[config.mk]
export PLATFORM = sky130hd
export DESIGN_NAME = pwm_cfg_ctrl
export DESIGN_NICKNAME = d
export VERILOG_FILES = /design/src/rtl/pwm_pkg.sv /design/src/rtl/pwm_duty_ramp.sv /design/src/rtl/pwm_cfg_ctrl.sv
export SDC_FILE = /design/constraint.sdc
export NUM_CORES = 1
export LEC_CHECK = 0
export BUFFER_PORTS_ARGS = -buffer_cell sky130_fd_sc_hd__buf_2
export CAP_MARGIN = 20
export CORE_MARGIN = 5
export CORE_UTILIZATION = 40
export DETAILED_ROUTE_END_ITERATION = 10
export MAX_ROUTING_LAYER = met4
export PLACE_DENSITY = 0.71
export SYNTH_ARGS = -nofsm -noshare
export SYNTH_HDL_FRONTEND = slang
export SYNTH_SLANG_ARGS = --single-unit
[constraint.sdc]
create_clock -name clk_i -period 2.4 [get_ports clk_i]
set_clock_uncertainty 0.05 [all_clocks]
set_input_delay 0.12 -clock clk_i [delete_from_list [all_inputs] [get_ports clk_i]]
set_output_delay 0.12 -clock clk_i [all_outputs]
set_load 0.005 [all_outputs]
[src/rtl/pwm_pkg.sv]
// Shared types and constants for the PWM configuration controller.
// Build option: define PWM_CFG_RAMP_EN to compile in the duty soft-ramp.
package pwm_pkg;

  localparam int unsigned PwmW = 16;

  typedef logic [PwmW-1:0] pwm_word_t;

`ifdef PWM_CFG_RAMP_EN
  typedef enum logic [1:0] {StIdle, StPending, StRamp} pwm_state_e;
`else
  typedef enum logic [1:0] {StIdle, StPending} pwm_state_e;
`endif

endpackage

[src/rtl/pwm_duty_ramp.sv]
// Saturating duty step: next = min(cur + step, target), sum kept 17 bits wide.
// Only compiled when PWM_CFG_RAMP_EN is defined.
`ifdef PWM_CFG_RAMP_EN
module pwm_duty_ramp
  import pwm_pkg::*;
(
  input  logic [PwmW-1:0] cur_i,
  input  logic [PwmW-1:0] step_i,
  input  logic [PwmW-1:0] target_i,
  output logic [PwmW-1:0] next_o,
  output logic            done_o
);

  logic [PwmW:0] sum;

  // Widened add so a large step cannot wrap past the target.
  always_comb begin
    sum    = {1'b0, cur_i} + {1'b0, step_i};
    next_o = (sum >= {1'b0, target_i}) ? target_i : sum[PwmW-1:0];
    done_o = (next_o == target_i);
  end

endmodule
`endif

[src/rtl/pwm_cfg_ctrl.sv]
// PWM configuration controller: sanitises config requests and hands them to the
// PWM core either immediately (core disabled) or on the next period boundary.
// Build option: PWM_CFG_RAMP_EN adds a duty soft-ramp of RAMP_STEP per period.
module pwm_cfg_ctrl
  import pwm_pkg::*;
#(
  parameter logic [PwmW-1:0] DEFAULT_PERIOD  = 16'd100,
  parameter logic [PwmW-1:0] DEFAULT_DUTY    = 16'd50,
  parameter logic [PwmW-1:0] DEFAULT_DIVISOR = 16'd1,
  parameter logic [PwmW-1:0] RAMP_STEP       = 16'd1
) (
  input  logic            clk_i,
  input  logic            reset_i,
  input  logic            cfg_valid_i,
  output logic            cfg_ready_o,
  input  logic [PwmW-1:0] cfg_period_i,
  input  logic [PwmW-1:0] cfg_duty_i,
  input  logic [PwmW-1:0] cfg_divisor_i,
  input  logic            cfg_enable_i,
  input  logic            period_end_i,
  output logic [PwmW-1:0] period_o,
  output logic [PwmW-1:0] duty_cycle_o,
  output logic [PwmW-1:0] divisor_o,
  output logic            enable_o,
  output logic            busy_o,
  output logic            cfg_err_o
);

  pwm_state_e state_q, state_d;
  pwm_word_t  period_q, period_d, duty_q, duty_d, div_q, div_d;
  pwm_word_t  sh_period_q, sh_period_d, sh_duty_q, sh_duty_d, sh_div_q, sh_div_d;
  logic       enable_q, enable_d, sh_en_q, sh_en_d;
  logic       busy_q, err_q, err_d;

  logic       accept, duty_clamp, div_fix;
  pwm_word_t  san_duty, san_div;

  assign cfg_ready_o = (state_q == StIdle);
  assign accept      = cfg_valid_i & cfg_ready_o;
  assign duty_clamp  = (cfg_duty_i > cfg_period_i);
  assign div_fix     = (cfg_divisor_i == '0);
  assign san_duty    = duty_clamp ? cfg_period_i : cfg_duty_i;
  assign san_div     = div_fix ? pwm_word_t'(1) : cfg_divisor_i;

`ifdef PWM_CFG_RAMP_EN
  pwm_word_t ramp_next;
  logic      ramp_done;

  // Steps from the live duty toward the shadowed target.
  pwm_duty_ramp u_duty_ramp (
    .cur_i   (duty_q),
    .step_i  (RAMP_STEP),
    .target_i(sh_duty_q),
    .next_o  (ramp_next),
    .done_o  (ramp_done)
  );
`else
  logic unused_ramp_step;
  assign unused_ramp_step = ^RAMP_STEP;
`endif

  // Next-state and output-register logic; outputs only move on accept-while-disabled
  // or on a period_end seen outside the accept cycle.
  always_comb begin
    state_d     = state_q;
    period_d    = period_q;
    duty_d      = duty_q;
    div_d       = div_q;
    enable_d    = enable_q;
    sh_period_d = sh_period_q;
    sh_duty_d   = sh_duty_q;
    sh_div_d    = sh_div_q;
    sh_en_d     = sh_en_q;
    err_d       = 1'b0;

    unique case (state_q)
      StIdle: begin
        if (accept) begin
          if (cfg_period_i == '0) begin
            err_d = 1'b1;
          end else begin
            err_d       = duty_clamp | div_fix;
            sh_period_d = cfg_period_i;
            sh_duty_d   = san_duty;
            sh_div_d    = san_div;
            sh_en_d     = cfg_enable_i;
            if (!enable_q) begin
              period_d = cfg_period_i;
              div_d    = san_div;
              enable_d = cfg_enable_i;
              duty_d   = san_duty;
`ifdef PWM_CFG_RAMP_EN
              // Fresh enable starts from zero duty and ramps up.
              if (cfg_enable_i && (san_duty != '0)) begin
                duty_d  = '0;
                state_d = StRamp;
              end
`endif
            end else begin
              state_d = StPending;
            end
          end
        end
      end

      StPending: begin
        if (period_end_i) begin
          period_d = sh_period_q;
          div_d    = sh_div_q;
          enable_d = sh_en_q;
          state_d  = StIdle;
`ifdef PWM_CFG_RAMP_EN
          if (sh_duty_q <= duty_q) begin
            duty_d = sh_duty_q;
          end else begin
            duty_d = ramp_next;
            if (!ramp_done) state_d = StRamp;
          end
`else
          duty_d = sh_duty_q;
`endif
        end
      end

`ifdef PWM_CFG_RAMP_EN
      StRamp: begin
        if (period_end_i) begin
          duty_d = ramp_next;
          if (ramp_done) state_d = StIdle;
        end
      end
`endif

      default: state_d = StIdle;
    endcase
  end

  // State and output registers with synchronous reset to defaults.
  always_ff @(posedge clk_i) begin
    if (reset_i) begin
      state_q     <= StIdle;
      period_q    <= DEFAULT_PERIOD;
      duty_q      <= DEFAULT_DUTY;
      div_q       <= DEFAULT_DIVISOR;
      enable_q    <= 1'b0;
      sh_period_q <= '0;
      sh_duty_q   <= '0;
      sh_div_q    <= '0;
      sh_en_q     <= 1'b0;
      busy_q      <= 1'b0;
      err_q       <= 1'b0;
    end else begin
      state_q     <= state_d;
      period_q    <= period_d;
      duty_q      <= duty_d;
      div_q       <= div_d;
      enable_q    <= enable_d;
      sh_period_q <= sh_period_d;
      sh_duty_q   <= sh_duty_d;
      sh_div_q    <= sh_div_d;
      sh_en_q     <= sh_en_d;
      busy_q      <= (state_d != StIdle);
      err_q       <= err_d;
    end
  end

  assign period_o     = period_q;
  assign duty_cycle_o = duty_q;
  assign divisor_o    = div_q;
  assign enable_o     = enable_q;
  assign busy_o       = busy_q;
  assign cfg_err_o    = err_q;

endmodule

==> reports/metrics.csv, run 1 <==
metric,value,unit
"Remaining Overflow, GRT",0,
dpl cell area,0.00556,sq mm
status,"complete, no violations",
Cell Rows,40,
ys async rst share,0,%
crit-path max cell delay,0.53,ns
Nets,798,
CTS tree,built,
Worst Path Arrival,2.53,ns
Die Span Y,121,um
"most common cell after layout, fill and taps aside",nand2_1,
most frequent cells in the layout,"nand2_1, buf_2, dfxtp_1",
DR pass1 iterations,5,
Initial Util,40.9,%
max_cap viols,0,
Clock transition at path regs,0.07,ns
initial antenna violation count,0,
Yosys cell types,45,
Ant. Diodes,0,
final hold vios,0,
I/O Buffers,104,
hold buffer count at CTS,26,
filler instances,1135,
post-CTS setup buffers,0,
layout cells sized above 1,23.8,%
Max Clock Freq,0.429,GHz
cells after synthesis,614,
register area share after synthesis,41.4,%
Clock Path Buffers,2,
First DRT Iteration DRCs,329,
Synth Area per Inst,8.03,sq um
Detail Route Antenna Nets,0,
CP endpoint kind,flop,
Root Buffer,clkbuf_16,
Area Growth Syn to Fin,24.7,%
slowest CP cell,dlygate4sd3_1,
Die Footprint,0.0146,sq mm
H-tree Lvls,3,
crit path cell chain,"dlygate4sd3_1, buf_2, ha_1, nand2_1, nor4_2, a21boi_2, o31a_2, buf_4, nand3_1, a311oi_1",
number of global-route vias before repair,4728,
setup_tns,0,ns
pwr dens,640,mW/mm^2
period utilization,97.0,%
TritonCTS Sinks,102,
CP max FO,13,
CP top delay family,buffers and inverters,
CP Launch Type,primary input,
largest net degree at the start of global routing,81,
WL/cell,16.4,um
worst path bufs/invs,3,
"Req. time, crit path",2.60,ns
minimum clock period,2.33,ns
Post-synth EDFFs,0,
first-pass GRT wire length,23.5,mm
DR vias,4915,
"Clk Latency, worst-skew pair",0.35,ns
Detailed Place HPWL,9.73,mm
"FF+latch count, synth",102,
number of remaining DRC errors,0,
Most used DFF post-synth,dfxtp_1,
unrepaired setup endpoints after global routing,false,
I/O Pins,105,
Syn Nets,683,
Die X,121,um
fin. max-slew vios,0,
measured slew at the worst slew-check pin,0.865,ns
Static Leak,2.61,nW
Mapped Area,0.00493,sq mm
relative slew slack,42.3,%
final setup vio count,0,
PostCTS Resize Cnt,0,
maximum VDD drop,0.273,mV
Tot GR Track Use,20.5,%
Core Region,0.0121,sq mm
gpl congestion,0.843,
Tightest Hold Check Type,in -> reg,
WL final,14.8,mm
number of warnings issued by yosys,0,
final instance area,0.00615,sq mm
Vias/cell,5.45,
CP Class,in -> reg,
CTS buffer count,9,
## logic make-up (layout without fill, tap and decap cells)
kind of cell	after synthesis	count (layout)	synth area share, %
other cells	1	1	0.0761
fa+ha+maj	16	16	4.06
simple gates	255	255	22.7
compound gates	170	170	23.0
flops	102	102	41.4
buf+inv	70	190	8.76
## tightest hold or removal path, cell delays in order
cell and delay (ns):
buf_2 0.13, nand2_1 0.06, a21oi_1 0.06
## state kept, by name, summed over array words and instances (netlist names)
register,count
sh_duty_q,16
state_q,2
divisor_o,16
cfg_err_o,1
enable_o,1
period_o,16
sh_div_q,16
sh_en_q,1
duty_cycle_o,16
sh_period_q,16
busy_o,1
## worst paths after layout
path | from | endpoint | slack, ns | depth (start not counted)
worst min register to register | sh_div_q[6] | sh_div_q[6] | 0.41 | 2
worst min-delay path | cfg_duty_i[0] | sh_duty_q[0] | 0.01 | 3
worst max-delay path | cfg_duty_i[6] | duty_cycle_o[14] | 0.07 | 10
worst max register to register | state_q[1] | period_o[5] | 0.53 | 6
## cells in the mapped netlist, types with 3 or more instances
library cell / count / area share (%)
a21oi_1: 76 / 7.7
a21oi_2: 13 / 2.3
a311oi_1: 41 / 7.3
buf_2: 9 / 0.91
buf_6: 4 / 0.91
clkbuf_1: 23 / 1.8
clkbuf_8: 9 / 2.5
dfxtp_1: 102 / 41
ha_1: 16 / 4.1
inv_1: 18 / 1.4
nand2_1: 145 / 11
nand3_1: 29 / 2.9
nand4_1: 4 / 0.51
nor2_1: 51 / 3.9
nor2b_1: 4 / 0.51
nor3_1: 8 / 0.81
nor4_1: 4 / 0.51
nor4_2: 4 / 1.0
o21ai_0: 20 / 2.0
o21ai_1: 3 / 0.30
o311ai_0: 3 / 0.53
o31ai_1: 3 / 0.46
## layer usage
layer	track usage (%)	wire length, um
met1	24.1	6230
met4	10.6	488
met3	2.66	850
met2	34.2	7190
met5	-	0
## layout make-up
class | count | area, sq um | area share [%]
multi-input cells | 442 | 2480 | 40.4
flip-flops and latches | 102 | 2040 | 33.2
repair buffers | 155 | 1060 | 17.3
clock buffers | 10 | 229 | 3.73
well taps | 168 | 210 | 3.42
inverters | 19 | 72.6 | 1.18
clock inverters | 6 | 45.0 | 0.733
## power by group
group	leakage, nW	internal [mW]	switching [mW]
clock network	0.138	0.714	0.666
registers	0.839	1.80	0.0601
logic	1.63	0.296	0.393
total	2.61	2.81	1.12
## per-stage QoR
step	util, %	hold slack [ns]	setup slack (ns)	total power [mW]	instances
after global placement	46.1	0.333	0.133	2.52	858
after CTS	50.6	0.00243	0.0738	3.95	900
after global routing	51.0	0.0116	0.00495	4.11	902
after detailed placement	46.1	0.344	-0.00975	2.54	858
final	51.0	0.0132	0.0715	3.93	902
after floorplan	-	0.204	0.513	2.27	614
Power figures use the tool's default switching activity.
==> run 2: changes to the inputs <==
--- a/config.mk
+++ b/config.mk
@@ -5,10 +5,12 @@
 export SDC_FILE = /design/constraint.sdc
 export NUM_CORES = 1
 export LEC_CHECK = 0
-export BUFFER_PORTS_ARGS = -buffer_cell sky130_fd_sc_hd__buf_2
+export ABC_CLOCK_PERIOD_IN_PS = 2400
+export BUFFER_PORTS_ARGS = -buffer_cell sky130_fd_sc_hd__buf_4
 export CAP_MARGIN = 20
 export CORE_MARGIN = 5
 export CORE_UTILIZATION = 40
+export CTS_BUF_LIST = sky130_fd_sc_hd__clkbuf_4 sky130_fd_sc_hd__clkbuf_8
 export DETAILED_ROUTE_END_ITERATION = 10
 export MAX_ROUTING_LAYER = met4
 export PLACE_DENSITY = 0.71
==> run 2 against run 1 <==
Global-route usage is 1.1 points higher. Cell area is 6.7% higher. Non-clock buffer count is 17 higher. Critical path type unchanged. Die area stayed put. Highest routed layer unchanged. Utilization is 3.4 points higher. Cell count is 1.9% higher.
==> reports/metrics.csv, run 2 (synthesized netlist as in run 1, its figures left out) <==
metric,value,unit,change
status,"complete, no violations",,unchanged
DR vias,5043,,was 4915
setup_tns,0,ns,unchanged
number of remaining DRC errors,0,,unchanged
CP Launch Type,primary input,,unchanged
I/O Pins,105,,unchanged
crit-path max cell delay,0.53,ns,about the same
Ant. Diodes,0,,unchanged
Int Pwr,2.70,mW,was 2.81 mW
Min-Delay Path Depth,3,,unchanged
CP Class,in -> reg,,unchanged
Clock transition at path regs,0.10,ns,was 0.07 ns
number of global-route vias before repair,4999,,was 4728
Die Span Y,121,um,unchanged
Worst Path Arrival,2.57,ns,was 2.53 ns
Net Sw Frac,29.2,%,was 28.5%
"Remaining Overflow, GRT",0,,unchanged
sequential group share of total power,48.9,%,was 47.4%
"most common cell after layout, fill and taps aside",nand2_1,,unchanged
Final Total Pwr,3.82,mW,was 3.93 mW
Initial Util,40.9,%,unchanged
final hold vios,0,,unchanged
initial antenna violation count,0,,unchanged
Detail Route Antenna Nets,0,,unchanged
pwr dens,582,mW/mm^2,was 640 mW/mm^2
CP endpoint kind,flop,,unchanged
post-CTS setup buffers,0,,unchanged
relative slew slack,51.2,%,was 42.3%
dpl cell area,0.00576,sq mm,was 0.00556 sq mm
CP max FO,10,,was 13
measured slew at the worst slew-check pin,0.731,ns,was 0.865 ns
period utilization,97.5,%,was 97.0%
Gate power share,20.5,%,was 17.5%
"Clk Latency, worst-skew pair",0.37,ns,was 0.35 ns
final setup vio count,0,,unchanged
launch point of the worst path,cfg_period_i[6],,was cfg_duty_i[6]
maximum VDD drop,0.250,mV,was 0.273 mV
H-tree Lvls,3,,unchanged
WL/cell,17.1,um,was 16.4 um
CP Depth,11,,was 10
Critical R2R Launch,state_q[1],,unchanged
max_cap viols,0,,unchanged
Nets,815,,was 798
Finished Core Util,54.4,%,was 51.0%
unrepaired setup endpoints after global routing,false,,unchanged
Die Footprint,0.0146,sq mm,unchanged
WL final,15.7,mm,was 14.8 mm
hold path start,cfg_period_i[11],,was cfg_duty_i[0]
crit path cell chain,"dlygate4sd3_1, buf_4, inv_1, ha_1, nand2_1, nor4_2, a21boi_4, o31a_2, buf_4, nand3_1, a311oi_2",,"was dlygate4sd3_1, buf_2, ha_1, nand2_1, nor4_2, a21boi_2, o31a_2, buf_4, nand3_1, a311oi_1"
Detailed Place HPWL,9.82,mm,was 9.73 mm
Cell Rows,40,,unchanged
Clock Power Share,30.6,%,was 35.1%
Tot GR Track Use,21.6,%,was 20.5%
minimum clock period,2.34,ns,was 2.33 ns
CTS tree,built,,unchanged
first-pass GRT wire length,24.9,mm,was 23.5 mm
Max Clock Freq,0.427,GHz,was 0.429 GHz
most frequent cells in the layout,"nand2_1, buf_4, dfxtp_1",,"was nand2_1, buf_2, dfxtp_1"
"Req. time, crit path",2.63,ns,was 2.60 ns
Tightest Hold Check Type,in -> reg,,unchanged
Final Non-Filler Cells,919,,was 902
gpl congestion,0.897,,was 0.843
largest net degree at the start of global routing,65,,was 81
slowest CP cell,dlygate4sd3_1,,unchanged
Static Leak,2.71,nW,was 2.61 nW
pre-CTS setup slack,0.0805,ns,was -0.00975 ns
Area Growth Syn to Fin,33.1,%,was 24.7%
Clock Path Buffers,2,,unchanged
layout cells sized above 1,22.9,%,was 23.8%
fin. max-slew vios,0,,unchanged
Switch Pwr,1.12,mW,about the same
I/O Buffers,104,,unchanged
Root Buffer,clkbuf_8,,was clkbuf_16
DR pass1 iterations,4,,was 5
First DRT Iteration DRCs,429,,was 329
WHS,0.0174,ns,was 0.0132 ns
Die X,121,um,unchanged
final instance area,0.00656,sq mm,was 0.00615 sq mm
CP top delay family,buffers and inverters,,unchanged
Vias/cell,5.49,,was 5.45
cell total after placement,851,,was 858
worst r2r path cells,7,,was 6
final setup margin,0.0590,ns,was 0.0715 ns
Core Region,0.0121,sq mm,unchanged
worst path bufs/invs,4,,was 3
TritonCTS Sinks,102,,unchanged
CTS buffer count,9,,unchanged
Most common cell on crit path,buf_4,,
## run 2: cell type report
cell class / count / area (sq um)
Fill cell: 1093 / 5500
Clock buffer: 10 / 138
Clock inverter: 6 / 76.3
Timing Repair Buffer: 172 / 1510
Sequential cell: 102 / 2040
Tap cell: 168 / 210
Multi-Input combinational cell: 442 / 2510
Inverter: 19 / 72.6
## run 2: tightest hold or removal path, cell delays in order
cell and delay [ns]:
buf_4 0.14, nand2_1 0.06, a311oi_1 0.07
## run 2: worst paths after layout
check,to,slack (ns)
max,duty_cycle_o[14],0.06
min,period_o[11],0.02
max reg2reg,duty_cycle_o[14],0.34
min reg2reg,sh_div_q[6],0.41
## run 2: power groups by stage
stage | registers (mW) | clock network, mW | logic, mW
after floorplan | 1.90 | 0 | 0.379
after global placement | 1.90 | 0 | 0.663
after detailed placement | 1.90 | 0 | 0.683
after CTS | 1.86 | 1.19 | 0.750
after global routing | 1.88 | 1.26 | 0.855
final | 1.87 | 1.17 | 0.783
## run 2: layer usage
metal,up-vias,wire (um),GRT usage (%),share of wire [%]
met5,-,0,-,0
met2,207,7810,36.1,50
li1,2413,-,-,-
met4,0,422,10.8,2.7
met1,2385,6490,25.2,41
met3,38,946,3.36,6.0
## run 2: timing repair
action | CTS | global route
hold buffers | 47 | 3
endpoints found under the hold margin | 73 | 3
endpoints found under the setup margin | 0 | 15
resized for setup | 0 | 5
==> run 3: changes to the inputs <==
--- a/config.mk
+++ b/config.mk
@@ -14,6 +14,7 @@
 export DETAILED_ROUTE_END_ITERATION = 10
 export MAX_ROUTING_LAYER = met4
 export PLACE_DENSITY = 0.71
+export REMOVE_ABC_BUFFERS = 1
 export SYNTH_ARGS = -nofsm -noshare
 export SYNTH_HDL_FRONTEND = slang
 export SYNTH_SLANG_ARGS = --single-unit
==> run 3 against run 2 <==
Total power down 3.6%. Setup slack better by 0.20 ns. Combinational power down 4.5%. Register-to-register slack worse by 0.02 ns. Non-clock buffer count down 6. Wire length down 6.5%. Clock power down 9%.
==> reports/metrics.csv, run 3 (synthesized netlist as in run 1, its figures left out) <==
metric,value,unit,change
initial antenna violation count,0,,unchanged
unrepaired setup endpoints after global routing,false,,unchanged
DR pass1 iterations,5,,was 4
Critical R2R Launch,state_q[1],,unchanged
WHS,0.0123,ns,was 0.0174 ns
Max Clock Freq,0.467,GHz,was 0.427 GHz
dpl cell area,0.00583,sq mm,was 0.00576 sq mm
final setup margin,0.260,ns,was 0.0590 ns
measured slew at the worst slew-check pin,0.885,ns,was 0.731 ns
most frequent cells in the layout,"nand2_1, buf_4, dfxtp_1",,unchanged
post-CTS setup buffers,0,,unchanged
"Clk Latency, worst-skew pair",0.35,ns,was 0.37 ns
number of global-route vias before repair,4658,,was 4999
H-tree Lvls,3,,unchanged
Min-Delay Path Depth,3,,unchanged
DR vias,4927,,was 5043
"most common cell after layout, fill and taps aside",nand2_1,,unchanged
TritonCTS Sinks,102,,unchanged
Ant. Diodes,0,,unchanged
largest net degree at the start of global routing,81,,was 65
Initial Util,40.9,%,unchanged
CP endpoint kind,flop,,unchanged
CTS buffer count,9,,unchanged
pre-CTS setup slack,-0.00779,ns,was 0.0805 ns
status,"complete, no violations",,unchanged
area of the multi-input gates,0.00248,sq mm,was 0.00251 sq mm
Static Leak,2.67,nW,was 2.71 nW
PostCTS Resize Cnt,0,,unchanged
Detailed Place HPWL,9.43,mm,was 9.82 mm
final setup vio count,0,,unchanged
I/O Buffers,104,,unchanged
Min-Delay Endpoint,duty_cycle_o[0],,was period_o[11]
CP Launch Type,primary input,,unchanged
reg2reg end,duty_cycle_o[9],,was duty_cycle_o[14]
setup_tns,0,ns,unchanged
relative slew slack,41.0,%,was 51.2%
cell total after placement,857,,was 851
"Req. time, crit path",2.60,ns,was 2.63 ns
fin. max-slew vios,0,,unchanged
WL final,14.7,mm,was 15.7 mm
hold path start,cfg_duty_i[0],,was cfg_period_i[11]
minimum clock period,2.14,ns,was 2.34 ns
Area Growth Syn to Fin,30.1,%,was 33.1%
layout cells sized above 1,22.9,%,about the same
gpl congestion,0.826,,was 0.897
worst r2r path cells,7,,unchanged
Finished Core Util,53.1,%,was 54.4%
Die X,121,um,unchanged
"Remaining Overflow, GRT",0,,unchanged
Detail Route Antenna Nets,0,,unchanged
Cell Rows,40,,unchanged
period utilization,89.2,%,was 97.5%
Tot GR Track Use,20.0,%,was 21.6%
reg2reg setup slack,0.32,ns,was 0.34 ns
Core Region,0.0121,sq mm,unchanged
final instance area,0.00641,sq mm,was 0.00656 sq mm
Final Total Pwr,3.68,mW,was 3.82 mW
maximum VDD drop,0.215,mV,was 0.250 mV
pwr dens,574,mW/mm^2,was 582 mW/mm^2
filler instances,1110,,was 1093
first-pass GRT wire length,23.2,mm,was 24.9 mm
Worst Path Arrival,2.34,ns,was 2.57 ns
FF/Latch Area,0.00204,sq mm,unchanged
Clock Path Buffers,2,,unchanged
Tightest Hold Check Type,in -> reg,,unchanged
Nets,809,,was 815
Vias/cell,5.41,,was 5.49
CTS tree,built,,unchanged
max_cap viols,0,,unchanged
I/O Pins,105,,unchanged
Die Footprint,0.0146,sq mm,unchanged
number of remaining DRC errors,0,,unchanged
CP Class,in -> reg,,unchanged
final hold vios,0,,unchanged
Final Non-Filler Cells,910,,was 919
Die Span Y,121,um,unchanged
Root Buffer,clkbuf_8,,unchanged
First DRT Iteration DRCs,580,,was 429
hold buffer count at CTS,40,,was 47
CP max FO,17,,was 10
Clock transition at path regs,0.09,ns,was 0.10 ns
WL/cell,16.1,um,was 17.1 um
==> run 3: cell types whose count changed in the layout (fill, tap and decap cells not counted), moves of 2 or more <==
cell and change:
buf_16 -2, a311oi_2 -3, clkinv_4 -3, buf_12 +2, dlygate4sd3_1 -10, buf_4 +5
a311oi_1 +3
==> run 3: how the worst max path moves through the flow <==
stage                           startpoint                to  slack [ns]  depth (start not counted)
after detailed placement   cfg_period_i[1]  duty_cycle_o[11]      -0.008                         10
after global placement    cfg_period_i[14]  duty_cycle_o[14]        0.08                         10
after floorplan                 state_q[1]   duty_cycle_o[1]       -0.76                          5
final                     cfg_period_i[14]   duty_cycle_o[9]        0.26                         10
after CTS                 cfg_period_i[14]   duty_cycle_o[8]        0.34                         10
after global routing      cfg_period_i[15]   duty_cycle_o[7]        0.15                         10
==> run 3: worst max-delay path: stages <==
cell      delay, ns
buf_4          0.12
inv_1          0.05
ha_1           0.29
nand4_1        0.18
nor4_2         0.08
a21boi_2       0.18
o31ai_4        0.70
buf_12         0.23
nand3_1        0.08
a311oi_1       0.30
==> run 3: metal layers <==
layer / up-vias / GRT usage (%) / wire length (um)
met5: - / - / 0
met4: 0 / 6.94 / 284
met3: 26 / 3.36 / 1040
li1: 2394 / - / -
met2: 207 / 32.4 / 7010
met1: 2300 / 25.4 / 6330
==> run 3: report_power, final <==
group          internal [mW]  switching (mW)  total (mW)
clock                  0.505           0.561        1.07
sequential              1.80          0.0634        1.86
combinational          0.362           0.386       0.748
total                   2.67            1.01        3.68
==> run 3: cell type report <==
| class | count | area share [%] |
|---|---|---|
| timing repair buffer | 166 | 22.2 |
| multi-input combinational | 442 | 38.7 |
| sequential | 102 | 31.9 |
| tap | 168 | 3.28 |
| inverter | 19 | 1.13 |
| clock buffer | 11 | 2.26 |
| clock inverter | 2 | 0.547 |
